--- src/rtl/store_monitor_if.sv ---
`default_nettype none
// ============================================================================
// Module      : store_monitor_if
// Description : Data-memory write port of the core as seen by the store
//               monitor. The core (or a bench) drives it through the master
//               modport. The monitor observes it through the slave modport.
//   MemWrite   1   store commits on this rising edge
//   DataAdr    32  store byte address
//   WriteData  32  store data
// Revision    : 1.0 - initial release
// ============================================================================
interface store_monitor_if;
    logic        MemWrite;
    logic [31:0] DataAdr;
    logic [31:0] WriteData;

    modport master (output MemWrite, output DataAdr, output WriteData);
    modport slave  (input  MemWrite, input  DataAdr, input  WriteData);
endinterface
`default_nettype wire

--- src/rtl/store_monitor.sv ---
`default_nettype none
// ============================================================================
// Module      : store_monitor
// Description : End-of-program monitor on the core's data-memory write port.
//               Every committed store is classified on the edge at which it
//               commits:
//                 - the pass store (PASS_ADDR <- PASS_DATA) ends the run as PASS
//                 - stores to SCRATCH_ADDR are allowed
//                 - any other store ends the run as FAIL
//               A cycle watchdog ends a run that never finishes as TIMEOUT.
//               The terminal states hold until reset.
// Ports       :
//   clk          in   1      core clock, rising edge
//   reset        in   1      synchronous, active-high
//   bus          in   -      store port (MemWrite, DataAdr, WriteData)
//   done         out  1      run has ended
//   pass         out  1      run ended with the pass store
//   timeout      out  1      run ended by the watchdog
//   fail_adr     out  32     address of the offending store
//   fail_data    out  32     data of the offending store
//   store_count  out  CNT_W  stores seen in RUN, saturating
//   cycle_count  out  CNT_W  edges spent in RUN, saturating
// Revision    : 1.0 - initial release
// ============================================================================
module store_monitor #(
    parameter logic [31:0] PASS_ADDR      = 32'd100,
    parameter logic [31:0] PASS_DATA      = 32'd7,
    parameter logic [31:0] SCRATCH_ADDR   = 32'd96,
    parameter int unsigned TIMEOUT_CYCLES = 1000,
    parameter int unsigned CNT_W          = 16
) (
    input  wire logic             clk,
    input  wire logic             reset,
    store_monitor_if.slave        bus,
    output logic                  done,
    output logic                  pass,
    output logic                  timeout,
    output logic [31:0]           fail_adr,
    output logic [31:0]           fail_data,
    output logic [CNT_W-1:0]      store_count,
    output logic [CNT_W-1:0]      cycle_count
);

    typedef enum logic [1:0] {
        ST_RUN     = 2'd0,
        ST_PASS    = 2'd1,
        ST_FAIL    = 2'd2,
        ST_TIMEOUT = 2'd3
    } state_t;

    localparam logic [CNT_W-1:0] c_cnt_max = '1;
    localparam logic [CNT_W-1:0] c_cnt_one = CNT_W'(1);

    // Last cycle_count value before the watchdog fires. The watchdog is only
    // armed when that value fits in the counter; a limit the counter can never
    // reach would otherwise alias onto a truncated compare value.
    localparam logic [63:0] c_tmo_last = 64'(TIMEOUT_CYCLES) - 64'd1;
    localparam bit          c_wdog_en  = (TIMEOUT_CYCLES != 0) &&
                                         ((c_tmo_last >> CNT_W) == 64'd0);

    state_t           r_state;
    logic             r_done;
    logic             r_pass;
    logic             r_timeout;
    logic [31:0]      r_fail_adr;
    logic [31:0]      r_fail_data;
    logic [CNT_W-1:0] r_store_count;
    logic [CNT_W-1:0] r_cycle_count;

    logic w_store;
    logic w_at_pass_adr;
    logic w_pass_data;
    logic w_at_scratch;
    logic w_tmo_hit;

    assign w_store       = bus.MemWrite;
    assign w_at_pass_adr = (bus.DataAdr == PASS_ADDR);
    assign w_pass_data   = (bus.WriteData == PASS_DATA);
    assign w_at_scratch  = (bus.DataAdr == SCRATCH_ADDR);
    assign w_tmo_hit     = c_wdog_en && (r_cycle_count == c_tmo_last[CNT_W-1:0]);

    always_ff @(posedge clk) begin
        if (reset) begin
            r_state       <= ST_RUN;
            r_done        <= 1'b0;
            r_pass        <= 1'b0;
            r_timeout     <= 1'b0;
            r_fail_adr    <= 32'd0;
            r_fail_data   <= 32'd0;
            r_store_count <= '0;
            r_cycle_count <= '0;
        end else if (r_state == ST_RUN) begin
            // The exiting edge is still counted as an edge spent in RUN.
            if (r_cycle_count != c_cnt_max) begin
                r_cycle_count <= r_cycle_count + c_cnt_one;
            end

            if (w_store) begin
                if (r_store_count != c_cnt_max) begin
                    r_store_count <= r_store_count + c_cnt_one;
                end

                if (w_at_pass_adr && w_pass_data) begin
                    r_state <= ST_PASS;
                    r_done  <= 1'b1;
                    r_pass  <= 1'b1;
                end else if (w_at_pass_adr || !w_at_scratch) begin
                    // Wrong data at the pass address, or a store anywhere
                    // outside the scratch location.
                    r_state     <= ST_FAIL;
                    r_done      <= 1'b1;
                    r_fail_adr  <= bus.DataAdr;
                    r_fail_data <= bus.WriteData;
                end
            end else if (w_tmo_hit) begin
                // A store on the watchdog edge wins: the watchdog is only
                // consulted on edges without a store.
                r_state   <= ST_TIMEOUT;
                r_done    <= 1'b1;
                r_timeout <= 1'b1;
            end
        end
    end

    assign done        = r_done;
    assign pass        = r_pass;
    assign timeout     = r_timeout;
    assign fail_adr    = r_fail_adr;
    assign fail_data   = r_fail_data;
    assign store_count = r_store_count;
    assign cycle_count = r_cycle_count;

endmodule
`default_nettype wire

--- src/flat_wrapper.sv ---
// flat-port wrapper written by rule: the top's interface ports become plain ports
module store_monitor_flat 
#(
    parameter logic [31:0] PASS_ADDR      = 32'd100,
    parameter logic [31:0] PASS_DATA      = 32'd7,
    parameter logic [31:0] SCRATCH_ADDR   = 32'd96,
    parameter int unsigned TIMEOUT_CYCLES = 1000,
    parameter int unsigned CNT_W          = 16
)
  (clk, reset, done, pass, timeout, fail_adr, fail_data, store_count, cycle_count, bus_MemWrite, bus_DataAdr, bus_WriteData);
  store_monitor_if bus_i ();
  input  wire logic clk;
  input  wire logic reset;
  output logic done;
  output logic pass;
  output logic timeout;
  output logic [31:0] fail_adr;
  output logic [31:0] fail_data;
  output logic [CNT_W-1:0] store_count;
  output logic [CNT_W-1:0] cycle_count;
  input wire logic [$bits(bus_i.MemWrite)-1:0] bus_MemWrite;
  input wire logic [$bits(bus_i.DataAdr)-1:0] bus_DataAdr;
  input wire logic [$bits(bus_i.WriteData)-1:0] bus_WriteData;
  assign bus_i.MemWrite = bus_MemWrite;
  assign bus_i.DataAdr = bus_DataAdr;
  assign bus_i.WriteData = bus_WriteData;
  store_monitor #(.PASS_ADDR(PASS_ADDR), .PASS_DATA(PASS_DATA), .SCRATCH_ADDR(SCRATCH_ADDR), .TIMEOUT_CYCLES(TIMEOUT_CYCLES), .CNT_W(CNT_W)) u_core (.clk(clk), .reset(reset), .bus(bus_i), .done(done), .pass(pass), .timeout(timeout), .fail_adr(fail_adr), .fail_data(fail_data), .store_count(store_count), .cycle_count(cycle_count));
endmodule
--- config.mk ---
export PLATFORM = sky130hd
export DESIGN_NAME = store_monitor_flat
export DESIGN_NICKNAME = d
export VERILOG_FILES = /design/src/rtl/store_monitor_if.sv /design/src/rtl/store_monitor.sv /design/src/flat_wrapper.sv
export SDC_FILE = /design/constraint.sdc
export NUM_CORES = 1
export LEC_CHECK = 0
export ABC_AREA = 1
export CAP_MARGIN = 20
export CORE_MARGIN = 4
export CORE_UTILIZATION = 43
export DETAILED_ROUTE_END_ITERATION = 16
export DONT_BUFFER_PORTS = 1
export GPL_ROUTABILITY_DRIVEN = 0
export PLACE_DENSITY = 0.64
export SYNTH_ARGS = -nofsm -noshare
export SYNTH_HDL_FRONTEND = slang
export SYNTH_SLANG_ARGS = --single-unit
--- constraint.sdc ---
create_clock -name clk -period 1.69 [get_ports clk]
set_input_delay 0.2535 -clock clk [delete_from_list [all_inputs] [get_ports clk]]
set_output_delay 0.2535 -clock clk [all_outputs]
set_load 0.01 [all_outputs]
==> results.py, run 1 <==
metrics = {
    "outcome": {
        "status": "completed",
    },
    "global_route": {
        "overflow": 0,
        "grt_antenna_before_repair": 0,
        "grt_pass1_vias": 4224,
        "grt_first_pass_wirelength_um": 21300,
        "grt_max_degree": 65,
        "grt_usage_pct": 18.1,
    },
    "yosys": {
        "ys_ff_latch": 101,
        "synthArstFlopShare_pct": 0,
        "ys.flop_type": "dfxtp_1",
        "synth_xor_area_share_pct": 3.35,
        "synth_enable_flop_cells": 0,
        "synth_top_area_share_pct": 36.8,
        "yosys-top-cells-area": "dfxtp_1 (37%), nand2_1 (12%), nor2_1 (9.8%)",
        "ys_warn_count": 0,
        "synth_top_family_by_area": "simple AND/OR/NAND/NOR gates",
        "synth_compound_area_share_pct": 9.13,
        "syn_area_mm2": 0.00550,
        "syn_inst": 802,
        "synth_fa_ha_area_share_pct": 0.455,
        "yosys.area_share.simple_pct": 37.4,
        "yosys.area.top_type": "dfxtp_1",
        "ys_types": 26,
        "synth_nets": 871,
        "synthMuxAreaShare_pct": 0,
        "ys_seq_area_share_pct": 36.8,
        "syn_avg_cell_area_um2": 6.85,
    },
    "route": {
        "dr.pass1.iters": 4,
        "ant_nets": 0,
        "wl_met1_um": 5980,
        "detail_route.wl_per_cell_um": 13.6,
        "via_count": 4809,
        "met3_length_um": 1190,
        "drc": 0,
        "drt_iter0_drc": 320,
        "routed_wl_um": 13500,
        "wl_met2_um": 6060,
        "via_per_inst": 4.83,
        "top_layer": "met4",
    },
    "worst_setup_path": {
        "arrival_ns": 1.81,
        "crit_fanout": 43,
        "crit_path_top_delay_cell": "dfxtp_1",
        "crit_family": "simple AND/OR/NAND/NOR gates",
        "r2r_end": "u_core.fail_data[21]",
        "path_buf_inv": 3,
        "reg2reg_depth": 9,
        "worstPathRequired_ns": 1.93,
        "worst_path_largest_cell_delay_ns": 0.34,
        "r2r_start": "u_core.r_state[1]",
        "worstSetupEndpointType": "flop",
        "rrSetupSlack_ns": 0.12,
        "cp_cell_sequence": "nor2_4 -> inv_2 -> nor2_8 -> inv_2 -> nor2_4 -> buf_12 -> nand3_1 -> nand2_1 -> nor2_1",
        "criticalPathCategory": "reg2reg",
        "crit_path_start_kind": "flop",
    },
    "power": {
        "switching_power_mw": 1.61,
        "p_sw_share_pct": 28.2,
        "power_frac_seq_pct": 48.9,
        "combPwrFrac_pct": 15.0,
        "power_leakage_nw": 2.75,
        "finalPower_mw": 5.70,
        "powerDensity_mw_per_mm2": 925,
        "irDropWorstVdd_mv": 0.531,
        "internal-power_mw": 4.09,
        "p_clk_share_pct": 36.2,
    },
    "cells_and_area": {
        "nets": 890,
        "layout-drive-gt1-share_pct": 15.7,
        "fin_util_pct": 49.0,
        "final_common_cell": "nand2_1",
        "diodes": 0,
        "fillCellCount": 1312,
        "synthToLayoutAreaGrowth_pct": 12.0,
        "finalInstanceArea_mm2": 0.00616,
        "final_cell_mix": "nand2_1 (183), nor2_1 (142), dfxtp_1 (100)",
    },
    "sta": {
        "fin_skew_ns": 0.00541,
        "max_freq_mhz": 638,
        "period_minus_slack_ns": 1.57,
        "slew_violations": 0,
        "worstMarginPinSlew_ns": 0.607,
        "hold_viol": 0,
        "rsz0062_at_grt": "yes",
        "setup_violations": 0,
        "setup_ws_ns": 0.123,
        "hold-worst-slack_ns": 0.117,
        "max_slew_margin_pct": 59.4,
        "fin_crit_sh_pct": 92.7,
    },
    "clocking": {
        "clockBufferDepth": 2,
        "cts_sinks": 101,
        "htree_levels": 3,
        "clock_latency_ns": 0.35,
        "path_clk_slew_ns": 0.07,
        "numCtsBuffers": 9,
        "cts-root-buf": "clkbuf_16",
        "cts_tree": "done",
    },
    "floorplanning": {
        "die_y_um": 121,
        "rows": 41,
        "dieWidth_um": 121,
        "initial_utilization_pct": 43.7,
        "ioPinCount": 166,
        "dieArea_mm2": 0.0147,
        "core_area_mm2": 0.0126,
    },
    "flow_run": {
        "drv_cap": 0,
    },
    "min_path": {
        "hp-class": "in2reg",
        "min_path_cells": 3,
        "hp-start": "bus_MemWrite",
        "holdPathEnd": "u_core.r_state[1]",
    },
    "placement": {
        "hpwl_um": 9830,
        "place_area_mm2": 0.00579,
        "port_buffers": 0,
        "pre_cts_slack_ns": 0.0877,
    },
}
==> sequential cells by signal, summed over array words and instances (netlist names) <==
signal / cells
u_core.cycle_count: 16
u_core.pass: 1
u_core.timeout: 1
u_core.done: 1
u_core.store_count: 16
u_core.fail_adr: 32
u_core.fail_data: 32
u_core.r_state: 2
==> metal layers <==
metal / track usage (%) / up-vias
met4: 7.37 / 0
met3: 6.20 / 20
met5: 0 / -
met2: 28.0 / 143
met1: 22.9 / 2118
li1: - / 2528
==> cell type report <==
type                       count  area, um^2  area share (%)
clock inverter                 4        48.8           0.792
sequential                   101        2020            32.9
inverter                     101         379            6.16
tap                          172         215            3.49
clock buffer                  10         239            3.88
timing repair buffer          50         455            7.40
multi-input combinational    558        2800            45.4
==> worst reg2reg max path: stages, from the launching register on <==
cell and delay [ns]:
dfxtp_1 0.34, nor2_4 0.15, inv_2 0.08, nor2_8 0.10
inv_2 0.05, nor2_4 0.24, buf_12 0.26, nand3_1 0.13
nand2_1 0.07, nor2_1 0.04
==> stage by stage <==
step | std cells | setup TNS, ns
floorplan | 802 | 0
finish | 996 | 0
global route | 996 | -0.0868
global placement | 978 | 0
CTS | 993 | 0
detailed placement | 978 | 0
==> cell usage after synthesis (3+ instances only) <==
cell,number
a21oi_1,95
buf_2,5
buf_4,8
buf_6,18
clkbuf_1,10
dfxtp_1,101
inv_1,96
inv_2,5
nand2_1,183
nand3_1,41
nand3_2,45
nand4_1,8
nor2_1,143
nor2_2,3
nor3_1,7
xor2_1,19
==> worst max path at each step <==
stage,cells past startpoint,endpoint,startpoint,slack [ns]
final,9,u_core.fail_data[21],u_core.r_state[1],0.12
after global placement,9,u_core.store_count[1],u_core.store_count[0],0.08
after global routing,10,u_core.cycle_count[0],u_core.cycle_count[0],-0.03
after floorplan,11,u_core.cycle_count[6],u_core.cycle_count[0],0.02
after detailed placement,9,u_core.fail_data[14],bus_WriteData[24],0.09
after CTS,10,u_core.cycle_count[0],u_core.cycle_count[0],0.03
==> power by group through the flow <==
stage          logic (mW)  clock network (mW)  registers (mW)
2_1_floorplan       0.664                   0            2.81
3_3_place_gp        0.805                   0            2.84
3_5_place_dp        0.815                   0            2.84
4_1_cts             0.827                2.14            2.79
5_1_grt             0.983                2.23            2.80
6_report            0.853                2.06            2.78
==> kinds of logic (layout without fill, tap and decap cells) <==
family | Yosys count | after routing
compound gates | 98 | 98
xor+xnor | 21 | 21
fa+ha+maj | 2 | 2
buf+inv | 143 | 165
flops | 101 | 101
simple gates | 437 | 437
==> timing repair <==
action / 4_1_cts / 5_1_grt
hold buffers: 1 / 0
buffers inserted: 0 / 2
resized for setup: 0 / 10
endpoints found under the setup margin: 0 / 34
hold endpoints to repair: 28 / 0
Power figures use the tool's default switching activity.
==> run 2, diff against run 1 <==
--- a/config.mk
+++ b/config.mk
@@ -11,7 +11,7 @@
 export CORE_UTILIZATION = 43
 export DETAILED_ROUTE_END_ITERATION = 16
 export DONT_BUFFER_PORTS = 1
-export GPL_ROUTABILITY_DRIVEN = 0
+export GPL_ROUTABILITY_DRIVEN = 1
 export PLACE_DENSITY = 0.64
 export SYNTH_ARGS = -nofsm -noshare
 export SYNTH_HDL_FRONTEND = slang
==> results of run 2 <==
Final layout, timing and power as in run 1 (identical DEF).
==> run 3, diff against run 2 <==
--- a/config.mk
+++ b/config.mk
@@ -12,6 +12,7 @@
 export DETAILED_ROUTE_END_ITERATION = 16
 export DONT_BUFFER_PORTS = 1
 export GPL_ROUTABILITY_DRIVEN = 1
+export GPL_TIMING_DRIVEN = 0
 export PLACE_DENSITY = 0.64
 export SYNTH_ARGS = -nofsm -noshare
 export SYNTH_HDL_FRONTEND = slang
==> results.py, run 3 (synthesis results as in run 1) <==
metrics = {
    "outcome": {
        "status": "completed",
    },
    "sta": {
        "fin_skew_ns": 0.00876,
        "max_freq_mhz": 633,
        "hold-worst-slack_ns": 0.123,
        "period_minus_slack_ns": 1.58,
        "setup_violations": 0,
        "fin_crit_sh_pct": 93.5,
        "rsz0062_at_grt": "no",
        "slew_violations": 0,
        "worstMarginPinSlew_ns": 0.511,
        "hold_viol": 0,
        "max_slew_margin_pct": 65.9,
    },
    "power": {
        "finalPower_mw": 5.84,
        "powerDensity_mw_per_mm2": 947,
        "p_sw_share_pct": 28.0,
        "internal-power_mw": 4.20,
        "combPwrFrac_pct": 14.3,
        "switching_power_mw": 1.63,
        "power_leakage_nw": 2.67,
        "power_frac_seq_pct": 48.5,
        "irDropWorstVdd_mv": 0.450,
        "p_clk_share_pct": 37.3,
    },
    "worst_setup_path": {
        "criticalPathCategory": "reg2reg",
        "worstPathRequired_ns": 1.90,
        "reg2reg_depth": 8,
        "cp_cell_sequence": "inv_1 -> nor3_1 -> nand3_2 -> nand2_4 -> inv_2 -> buf_6 -> nand2_1 -> a21oi_1",
        "worstSetupEndpointType": "flop",
        "worst_path_largest_cell_delay_ns": 0.48,
        "crit_fanout": 10,
        "crit_path_start_kind": "flop",
        "crit_path_top_delay_cell": "dfxtp_1",
        "arrival_ns": 1.79,
    },
    "floorplanning": {
        "ioPinCount": 166,
        "initial_utilization_pct": 43.7,
        "die_y_um": 121,
        "core_area_mm2": 0.0126,
        "rows": 41,
        "dieWidth_um": 121,
        "dieArea_mm2": 0.0147,
    },
    "clocking": {
        "cts_tree": "done",
        "numCtsBuffers": 9,
        "htree_levels": 3,
        "clock_latency_ns": 0.35,
        "cts_sinks": 101,
        "path_clk_slew_ns": 0.06,
        "cts-root-buf": "clkbuf_16",
        "clockBufferDepth": 2,
    },
    "cells_and_area": {
        "diodes": 0,
        "instances_no_fill": 993,
        "nets": 887,
        "fin_util_pct": 49.1,
        "final_cell_mix": "nand2_1 (182), nor2_1 (142), inv_1 (95)",
        "layout-drive-gt1-share_pct": 16.6,
        "finalInstanceArea_mm2": 0.00617,
        "final_common_cell": "nand2_1",
        "synthToLayoutAreaGrowth_pct": 12.2,
    },
    "global_route": {
        "grt_pass1_vias": 4551,
        "grt_use_met2_pct": 32.0,
        "grt_max_degree": 16,
        "top_usage_layer": "met2",
        "use_met1_pct": 23.7,
        "grt_first_pass_wirelength_um": 22800,
        "overflow": 0,
        "grt_use_met3_pct": 6.67,
        "grt_antenna_before_repair": 0,
        "grt_usage_pct": 19.4,
    },
    "route": {
        "drt_iter0_drc": 195,
        "dr.pass1.iters": 4,
        "detail_route.wl_per_cell_um": 14.4,
        "drc": 0,
        "ant_nets": 0,
        "via_count": 4831,
        "routed_wl_um": 14300,
        "via_per_inst": 4.87,
    },
    "placement": {
        "dp_cells": 974,
        "gp_congestion": 0.884,
        "port_buffers": 0,
        "place_area_mm2": 0.00571,
        "hpwl_um": 10800,
    },
    "flow_run": {
        "drv_cap": 0,
    },
    "min_path": {
        "hp-class": "in2reg",
        "min_path_cells": 3,
    },
}
run 3: cell types whose count changed in the layout (fill, tap and decap cells not counted), moves of 5 or more:
cell,delta
buf_12,-5
buf_4,-28
buf_6,+15
clkbuf_1,+11
dfxtp_1,-16
dfxtp_2,+12
run 3: cell type report:
cell class	instances	area, um^2
Timing Repair Buffer	5	37.5
Multi-Input combinational cell	558	2840
Fill cell	1300	6400
Clock inverter	4	73.8
Clock buffer	10	229
Tap cell	172	215
Inverter	101	379
Sequential cell	101	2050
Buffer	42	338
run 3: worst max-delay path: cells and delay by family, from the launching register on:
| family | cells | cell delay [ns] |
|---|---|---|
| simple gates | 4 | 0.60 |
| flops | 1 | 0.48 |
| buf+inv | 3 | 0.32 |
| compound gates | 1 | 0.05 |
run 3: worst paths after layout:
kind,start,end,slack (ns)
worst max register to register,u_core.cycle_count[12],u_core.cycle_count[3],0.11
worst min-delay path,bus_MemWrite,u_core.r_state[1],0.12
worst min register to register,u_core.timeout,u_core.timeout,0.52
worst max-delay path,u_core.cycle_count[12],u_core.cycle_count[3],0.11
run 3: per-stage QoR:
stage                     setup TNS, ns  worst slack (ns)
after global placement            -7.21            -0.285
after CTS                             0           0.00784
final                                 0             0.110
after floorplan                       0            0.0204
after global routing                  0           0.00542
after detailed placement          -7.38            -0.304
run 3: timing repair:
action	in CTS	in global routing
pin swaps	2	5
hold buffers	0	0
buffers inserted	2	2
gates resized for setup	15	27
gates cloned	0	1
endpoints found under the setup margin	32	82
run 3: routing by layer:
| metal | share of wire, % | wire [um] |
|---|---|---|
| met3 | 8.7 | 1240 |
| met2 | 47 | 6770 |
| met1 | 43 | 6130 |
| met5 | 0 | 0 |
| met4 | 1.4 | 201 |
run 3: power groups by stage:
stage,sequential (mW),clock [mW],combinational [mW]
2_1_floorplan,2.81,0,0.664
3_3_place_gp,2.87,0,0.791
3_5_place_dp,2.87,0,0.805
4_1_cts,2.82,2.22,0.817
5_1_grt,2.85,2.31,0.960
6_report,2.83,2.18,0.832
